**src/rtl/ifetch_pkg.sv**
```systemverilog
// Shared types and constants for the instruction-fetch prefetch front end.
package ifetch_pkg;

  localparam int unsigned IFETCH_WORD_BYTES = 4;

  typedef enum logic [1:0] {
    FETCH,
    DROP,
    HALT
  } ifetch_state_e;

  typedef struct packed {
    logic [31:0] instr;
    logic [31:0] pc;
    logic        err;
  } ifetch_entry_t;

  // True when an address is not word-aligned.
  function automatic logic ifetch_misaligned(input logic [31:0] addr);
    return addr[1:0] != 2'b00;
  endfunction

endpackage

```
**src/rtl/ifetch_fifo.sv**
```systemverilog
// Small synchronous FIFO holding fetched entries; flush beats push/pop.
module ifetch_fifo
  import ifetch_pkg::*;
#(
  parameter int unsigned DEPTH = 4,
  parameter type entry_t = ifetch_entry_t
) (
  input  logic                     clk,
  input  logic                     rst,
  input  logic                     push,
  input  entry_t                   push_data,
  input  logic                     pop,
  input  logic                     flush,
  output logic                     full,
  output logic                     empty,
  output logic [$clog2(DEPTH):0]   count,
  output entry_t                   head
);

  localparam int unsigned AW = $clog2(DEPTH);
  localparam logic [AW-1:0] PTR_MASK = AW'(DEPTH - 1);

  entry_t        mem [DEPTH];
  logic [AW-1:0] rd_ptr;
  logic [AW-1:0] wr_ptr;
  logic [AW:0]   cnt;
  logic          do_push;
  logic          do_pop;

  assign empty   = (cnt == '0);
  assign full    = (cnt == (AW+1)'(DEPTH));
  assign count   = cnt;
  assign head    = mem[rd_ptr];
  assign do_pop  = pop && !empty;
  // A push into a full FIFO is accepted only when a pop frees the slot.
  assign do_push = push && (!full || do_pop);

  // Pointer and occupancy bookkeeping.
  always_ff @(posedge clk) begin
    if (!rst) begin
      rd_ptr <= '0;
      wr_ptr <= '0;
      cnt    <= '0;
    end else if (flush) begin
      rd_ptr <= '0;
      wr_ptr <= '0;
      cnt    <= '0;
    end else begin
      if (do_push) wr_ptr <= (wr_ptr + 1'b1) & PTR_MASK;
      if (do_pop)  rd_ptr <= (rd_ptr + 1'b1) & PTR_MASK;
      unique case ({do_push, do_pop})
        2'b10:   cnt <= cnt + 1'b1;
        2'b01:   cnt <= cnt - 1'b1;
        default: cnt <= cnt;
      endcase
    end
  end

  // Entry storage; contents need no reset since occupancy gates visibility.
  always_ff @(posedge clk) begin
    if (rst && !flush && do_push) mem[wr_ptr] <= push_data;
  end

endmodule

```
**src/rtl/ifetch_prefetch.sv**
```systemverilog
// Instruction prefetch: issues word fetches, buffers {instr, pc, err} and
// hands them to decode; redirects flush the buffer and drop stale responses.
module ifetch_prefetch
  import ifetch_pkg::*;
#(
  parameter int unsigned DEPTH    = 4,
  parameter logic [31:0] RESET_PC = 32'h0
) (
  input  logic        clk,
  input  logic        rst,
  output logic        im_req,
  output logic [31:0] im_addr,
  input  logic        im_ack,
  input  logic [31:0] im_rdata,
  input  logic        im_err,
  input  logic        redirect,
  input  logic [31:0] redirect_pc,
  output logic        out_valid,
  input  logic        out_ready,
  output logic [31:0] out_instr,
  output logic [31:0] out_pc,
  output logic        out_err
);

  localparam int unsigned CW = $clog2(DEPTH) + 1;

  ifetch_state_e state_q;
  logic          run_q;
  logic          pending_q;
  logic          inj_q;
  logic [31:0]   fetch_pc_q;
  logic [31:0]   req_addr_q;
  logic [31:0]   inj_pc_q;

  logic          xfer;
  logic          room;
  logic          fifo_push;
  logic          fifo_pop;
  logic          fifo_full;
  logic          fifo_empty;
  logic [CW-1:0] fifo_count;
  logic [CW:0]   occupancy;
  ifetch_entry_t push_entry;
  ifetch_entry_t head;

  assign occupancy = {1'b0, fifo_count} + {{CW{1'b0}}, pending_q};
  assign room      = !fifo_full && (occupancy < (CW+1)'(DEPTH));

  // An outstanding request is held until acked regardless of state or
  // redirect; a new one is only started from FETCH with buffer room.
  assign im_req  = run_q && (pending_q || (state_q == FETCH && !redirect && room));
  assign im_addr = pending_q ? req_addr_q : fetch_pc_q;
  assign xfer    = im_req && im_ack;

  // The misaligned-redirect error entry is injected the cycle after the
  // redirect, since the same-cycle flush would otherwise swallow it.
  always_comb begin
    push_entry = '{instr: im_rdata, pc: im_addr, err: im_err};
    fifo_push  = xfer && (state_q == FETCH) && !redirect;
    if (inj_q) begin
      push_entry = '{instr: 32'h0, pc: inj_pc_q, err: 1'b1};
      fifo_push  = 1'b1;
    end
  end

  assign fifo_pop  = out_valid && out_ready && !redirect;
  assign out_valid = !fifo_empty;
  assign out_instr = out_valid ? head.instr : '0;
  assign out_pc    = out_valid ? head.pc    : '0;
  assign out_err   = out_valid ? head.err   : 1'b0;

  ifetch_fifo #(
    .DEPTH   (DEPTH),
    .entry_t (ifetch_entry_t)
  ) u_fifo (
    .clk       (clk),
    .rst       (rst),
    .push      (fifo_push),
    .push_data (push_entry),
    .pop       (fifo_pop),
    .flush     (redirect),
    .full      (fifo_full),
    .empty     (fifo_empty),
    .count     (fifo_count),
    .head      (head)
  );

  // Fetch control FSM, request tracking and redirect handling.
  always_ff @(posedge clk) begin
    if (!rst) begin
      state_q    <= FETCH;
      run_q      <= 1'b0;
      pending_q  <= 1'b0;
      inj_q      <= 1'b0;
      fetch_pc_q <= RESET_PC;
      req_addr_q <= RESET_PC;
      inj_pc_q   <= '0;
    end else begin
      run_q <= 1'b1;
      inj_q <= 1'b0;

      if (xfer) begin
        pending_q <= 1'b0;
      end else if (im_req) begin
        pending_q  <= 1'b1;
        req_addr_q <= im_addr;
      end

      if (redirect) begin
        fetch_pc_q <= redirect_pc;
        if (ifetch_misaligned(redirect_pc)) begin
          state_q  <= HALT;
          inj_q    <= 1'b1;
          inj_pc_q <= redirect_pc;
        end else if (pending_q && !im_ack) begin
          state_q <= DROP;
        end else begin
          state_q <= FETCH;
        end
      end else begin
        unique case (state_q)
          FETCH: begin
            if (xfer) begin
              fetch_pc_q <= im_addr + 32'(IFETCH_WORD_BYTES);
              if (im_err) state_q <= HALT;
            end
          end
          DROP: begin
            if (xfer) state_q <= FETCH;
          end
          HALT: state_q <= HALT;
          default: state_q <= FETCH;
        endcase
      end
    end
  end

endmodule

```
**config.mk**
```make
export PLATFORM = sky130hd
export DESIGN_NAME = ifetch_prefetch
export DESIGN_NICKNAME = d
export VERILOG_FILES = /design/src/rtl/ifetch_pkg.sv /design/src/rtl/ifetch_fifo.sv /design/src/rtl/ifetch_prefetch.sv
export SDC_FILE = /design/constraint.sdc
export NUM_CORES = 1
export LEC_CHECK = 0
export CORE_ASPECT_RATIO = 2
export CORE_MARGIN = 2
export CORE_UTILIZATION = 51
export DETAILED_ROUTE_END_ITERATION = 16
export PLACE_DENSITY = 0.79
export REMOVE_ABC_BUFFERS = 1
export SYNTH_ARGS = -nofsm -noshare
export SYNTH_HDL_FRONTEND = slang
export SYNTH_SLANG_ARGS = --single-unit
```
**constraint.sdc**
```tcl
create_clock -name clk -period 3.8 [get_ports clk]
set_input_delay 0.57 -clock clk [delete_from_list [all_inputs] [get_ports clk]]
set_output_delay 0.57 -clock clk [all_outputs]
set_load 0.1 [all_outputs]
```
## Word-level counts from Yosys, hierarchy flattened

Memories as Yosys holds them, arrays and structs flattened. A register that Yosys moved wholly into a read port is not among the register bits.
Cells that the tools add are included.

- Bits in registers: 108
- Bits in writable memories: 260
- Output and inout bits: 99
- Logic and storage cells: 84
- Memories: 1

Memory list:

| memory | depth | width | read ports | clocked after Yosys merged registers in | write ports | line | text |
|---|---|---|---|---|---|---|---|
| u_fifo.mem | 4 | 65 | 1 | 1 | 1 | ifetch_fifo.sv:23 | `entry_t mem [DEPTH];` |

- $add $sub $neg: 6
- Magnitude comparators: 1
- Equality and inequality tests: 8
- Multiplexer cells: 23
- Bitwise gates (word level): 2
- Reductions and logical operators: 33

Operator list:

| cell | count |
|---|---|
| $mux 32 | 6 |
| $mux 65 | 1 |
| $add 32x3->32 const B | 1 |
| $logic_and 1x1->1 | 14 |
| $mux 2 | 7 |
| $ne 3x3->1 const B | 3 |
| $reduce_and 2->1 | 4 |
| $reduce_bool 2->1 | 4 |
| $mux 1 | 7 |
| $pmux 2 s3 | 1 |
| $pmux 3 s2 | 1 |
| $add 2x1->2 const B | 2 |
| $add 3x1->4 | 1 |
| $eq 2x1->1 const B | 2 |
| $eq 2x2->1 const B | 2 |
| $logic_not 1->1 | 4 |
| $lt 4x3->1 const B | 1 |
| $reduce_or 2->1 | 2 |
| $add 3x1->3 const B | 1 |
| $eq 3x3->1 const B | 1 |
| $logic_not 3->1 | 1 |
| $reduce_and 3->1 | 1 |
| $sub 3x1->3 const B | 1 |
| $logic_not 2->1 | 1 |
| other kinds (2) | 4 |

## Logic depth before layout (Yosys ltp)

- Depth in word-level cells: 14
- Mapped depth: 12

## Cells and area by module

Synthesis repeated with hierarchy kept, for this count alone.

- Cells, all modules: 1131
- Area total of the unflattened synthesis: 15916.5 sq um

Modules (own cells, without submodules):

| module | instances | cells an instance | area each (sq um) | sequential area each (sq um) |
|---|---|---|---|---|
| ifetch_fifo | 1 | 406 | 10003.3 | 7987.7 |
| ifetch_prefetch | 1 | 725 | 5913.2 | 2021.9 |

## Worst setup path before layout

No wires, ideal clock.

- Kind: input-to-reg
- Start: in im_ack
- End: mem u_fifo.mem[0][0] (netlist name) (enable)
- Library setup time: 0.430 ns
- Arrival: 3.240 ns
- Setup slack: 0.130 ns
- Stages: 6
- Path through: and4bb_2 > o21ai_0 > nor2_1 > o21ai_1 > nor2_1 > and2_1

- Word-level cells in the longest chain between the ends: 8

Ends and longest elaborated chain:

| element | line | text |
|---|---|---|
| start: declaration | ifetch_prefetch.sv:13 | `input logic im_ack,` |
| $logic_and 1x1->1 | ifetch_prefetch.sv:53 | `assign xfer = im_req && im_ack;` |
| $logic_and 1x1->1 (2 in a row) | ifetch_prefetch.sv:59 | `fifo_push = xfer && (state_q == FETCH) && !redirect;` |
| $mux 1 | ifetch_prefetch.sv:60 | `if (inj_q) begin` |
| $logic_and 1x1->1 | ifetch_fifo.sv:36 | `assign do_push = push && (!full \|\| do_pop);` |
| $logic_and 1x1->1 | ifetch_fifo.sv:61 | `if (rst && !flush && do_push) mem[wr_ptr] <= push_data;` |
| $mux 1 | ifetch_fifo.sv:61 |  |
| $mux 1 (implied by the code) | ifetch_fifo.sv:61 |  |
| end: declaration | ifetch_fifo.sv:23 |  |

Every way passes these cells.

## Worst setup path after layout

- Start: reg u_fifo.cnt[2] (netlist: u_fifo.count[2])
- End: out out_instr[9]

- Word-level cells in the longest chain between the ends: 2

Ends and longest elaborated chain:

| element | line | text |
|---|---|---|
| start: declaration | ifetch_fifo.sv:26 | `logic [AW:0] cnt;` |
| start signal: assignment | ifetch_fifo.sv:52 | `2'b10: cnt <= cnt + 1'b1;` |
| start signal: assignment | ifetch_fifo.sv:53 | `2'b01: cnt <= cnt - 1'b1;` |
| start signal: assignment | ifetch_fifo.sv:54 | `default: cnt <= cnt;` |
| $logic_not 3->1 | ifetch_fifo.sv:30 | `assign empty = (cnt == '0);` |
| $mux 32 | ifetch_prefetch.sv:68 | `assign out_instr = out_valid ? head.instr : '0;` |
| end: declaration | ifetch_prefetch.sv:20 | `output logic [31:0] out_instr,` |

Every way passes these cells.

==> out/metrics.cfg <==
[sta]
fin_tns_setup_ps=0
drv_slew=0
worst_pin_slew_ps=991
worst_clock_skew_ps=18.5
hold_viol_final=0
max_slew_margin_pct=34.0
max_freq_ghz=0.319
setup_viol=0
hold_ws_ps=462
fin_crit_sh_pct=82.6
period_minus_slack_ps=3140
rsz0062_at_grt=false

[clock_network]
postCtsHoldBufs=0
cts_root_buf=clkbuf_16
cts_tree=done
clk_latency_ps=530
cts_buffers=34
clockBufferDepth=3
clock-sinks=370
cts_setup_buffers=0
htreeDepth=2
cts_resized=0
cts.clk_slew.worst_paths_ps=60

[global_route]
antenna_found_initial=1
grt_pass1_vias=10600
grt_usage_pct=23.8
grt_overflow=0
grt_pass1_wl_um=58900
grt_max_degree=66

[setup_path]
critPathCaptureType=output port
critPathArrivalTime_ps=2570
critical_path_class=flop to output port
worst-endpoint-required_ps=3230
cp_max_fo=37
cp-start-kind=flop

[layout]
drive_gt1_share_pct=23.8
nets=1386
fin_cells=1707
antennaDiodeCount=0
area_growth_pct=19.2
final_area_mm2=0.0188

[floorplanning]
rows=91
boundaryPins=169
initial_utilization_pct=51.6
coreArea_mm2=0.0306
die_w_um=128
dieHeight_um=253
die-area_mm2=0.0325

[synth]
ys_ff_latch=370
synth-seq-area-share_pct=63.4
yosysUniqueCellTypes=55
yosys_warnings=0
netlist_instances=1147
synth-edff-count=260
yosys_most_used_dff=edfxtp_1
postSynthAreaPerCell_um2=13.8
synthArstFlopShare_pct=0
synth_area_mm2=0.0158

[detailed_routing]
ant_nets=0
wl_per_cell_um=22.4
first_pass_iters=5
wl_met3_um=2530
met1_length_um=15000
finalWirelength_um=38200
drt_iter0_markers=817
wl_met2_um=19400
viasPerCell=5.91
drc_errors=0
vias=10100
maxUsedRoutingLayer=met4

[power_and_ir_drop]
comb_power_share_pct=11.9
seq_power_share_pct=50.1
switching_share_pct=25.5
power_density_mw_per_mm2=472
clkPwrFrac_pct=38.0
irDropWorstVdd_uv=449
total_power_w=0.00889
p_sw_w=0.00227
power.internal_w=0.00663
leakage_nw=6.54

[placed_design]
port_buffers=168
dp_cells=1645
place.gp.congestion=0.905
dp_hpwl_um=24400
place_area_mm2=0.0177

[hold_path]
min_path_type=flop to flop

[run_status]
outcome=finished, final reports clean

[run]
cap_violations=0

[synthesized netlist by cell type, drive strengths merged (3+ instances only)]
cell    number  area (um^2)
o22ai        6         37.5
xor2         6         52.6
dfxtp      110         2200
edfxtp     260         7810
nand2b       6         37.5
a211oi      22          170
ha           6         75.1
inv         25         93.8
nand3       12         65.1
a21oi       15         75.1
clkbuf      51          191
nor2        66          248
nand2      127          477
a31oi        9         56.3
nor3         9         50.1
nand4        6         37.5
mux4        65         1460
buf         18         98.9
and2        78          488
o21a         3         22.5
and3         3         18.8
o211a        3         30.0
xnor2       24          210
mux2i       29          290
nor2b       39          244
nor4         5         31.3
mux2        46          518
a21boi      34          255
nand4b       5         58.8
o21ai       37          185
[placed cells by master (no fill, tap or decap), types with 21 or more instances in the layout]
master             n
mux2_2            46
inv_1             25
a21boi_0          34
nor2b_1           38
mux2i_1           29
edfxtp_1         260
a211oi_1          21
clkdlybuf4s50_1   67
mux4_2            65
dfxtp_1          106
nand2_1          127
and2_1            74
clkbuf_16         37
buf_4            120
o21ai_0           29
xnor2_1           24
nor2_1            65
[through the flow]
step	util, %	setup WS (ps)
CTS	61.5	617
global route	61.5	519
finish	61.5	662
floorplan	-	-1330
global placement	57.9	468
detailed placement	57.9	341
[worst max-delay path, cell delays in order (launching register included)]
cell	delay, ps
dfxtp_1	410
inv_1	90
nand3_2	430
buf_4	450
and2_1	300
buf_4	330
[sequential cells by signal (all words and copies together) (netlist names), 2 cells and up, named ones only]
register / count
req_addr_q: 32
state_q: 2
u_fifo.rd_ptr: 2
fetch_pc_q: 32
inj_pc_q: 32
u_fifo.mem: 260
u_fifo.wr_ptr: 2
u_fifo.count: 3
[cell families (layout without fill, tap and decap cells)]
| kind of cell | after synthesis | in the layout | synth area share, % |
|---|---|---|---|
| compound gates | 141 | 141 | 5.96 |
| fa+ha+maj | 7 | 7 | 0.602 |
| xor+xnor | 30 | 30 | 1.66 |
| mux | 140 | 140 | 14.4 |
| buf+inv | 96 | 284 | 2.48 |
| flops | 370 | 370 | 63.4 |
| simple gates | 363 | 363 | 11.6 |
[layer usage]
metal / GRT usage (%) / up-vias
met5: 0 / -
met1: 30.8 / 5044
met2: 40.5 / 432
li1: - / 4550
met4: 8.63 / 0
met3: 3.61 / 69
[cell type report]
class,count,area [um^2]
inverter,27,101
clock buffer,45,986
clock inverter,17,121
fill,2268,11800
sequential,370,10000
tap,372,465
timing repair buffer,195,1700
multi-input combinational,681,5430
[power by group through the flow]
stage | Sequential (W) | Clock, W | Combinational, W
after floorplan | 0.00455 | 0 | 0.000712
after global placement | 0.00454 | 0 | 0.00103
after detailed placement | 0.00454 | 0 | 0.00105
after CTS | 0.00446 | 0.00342 | 0.00106
after global routing | 0.00446 | 0.00356 | 0.00112
final | 0.00446 | 0.00338 | 0.00106
[worst paths after layout]
kind                                                endpoint  slack, ps                         start  cells after the start
worst min register to register     inj_pc_q[26]$_SDFFE_PN0P_        460     inj_pc_q[26]$_SDFFE_PN0P_                      2
worst min-delay path               inj_pc_q[26]$_SDFFE_PN0P_        460     inj_pc_q[26]$_SDFFE_PN0P_                      2
worst max-delay path                            out_instr[9]        660  u_fifo.count[2]$_SDFFE_PP0P_                      5
worst max register to register  u_fifo.count[2]$_SDFFE_PP0P_        770        pending_q$_SDFFE_PP0N_                     10
Power figures use the tool's default switching activity.
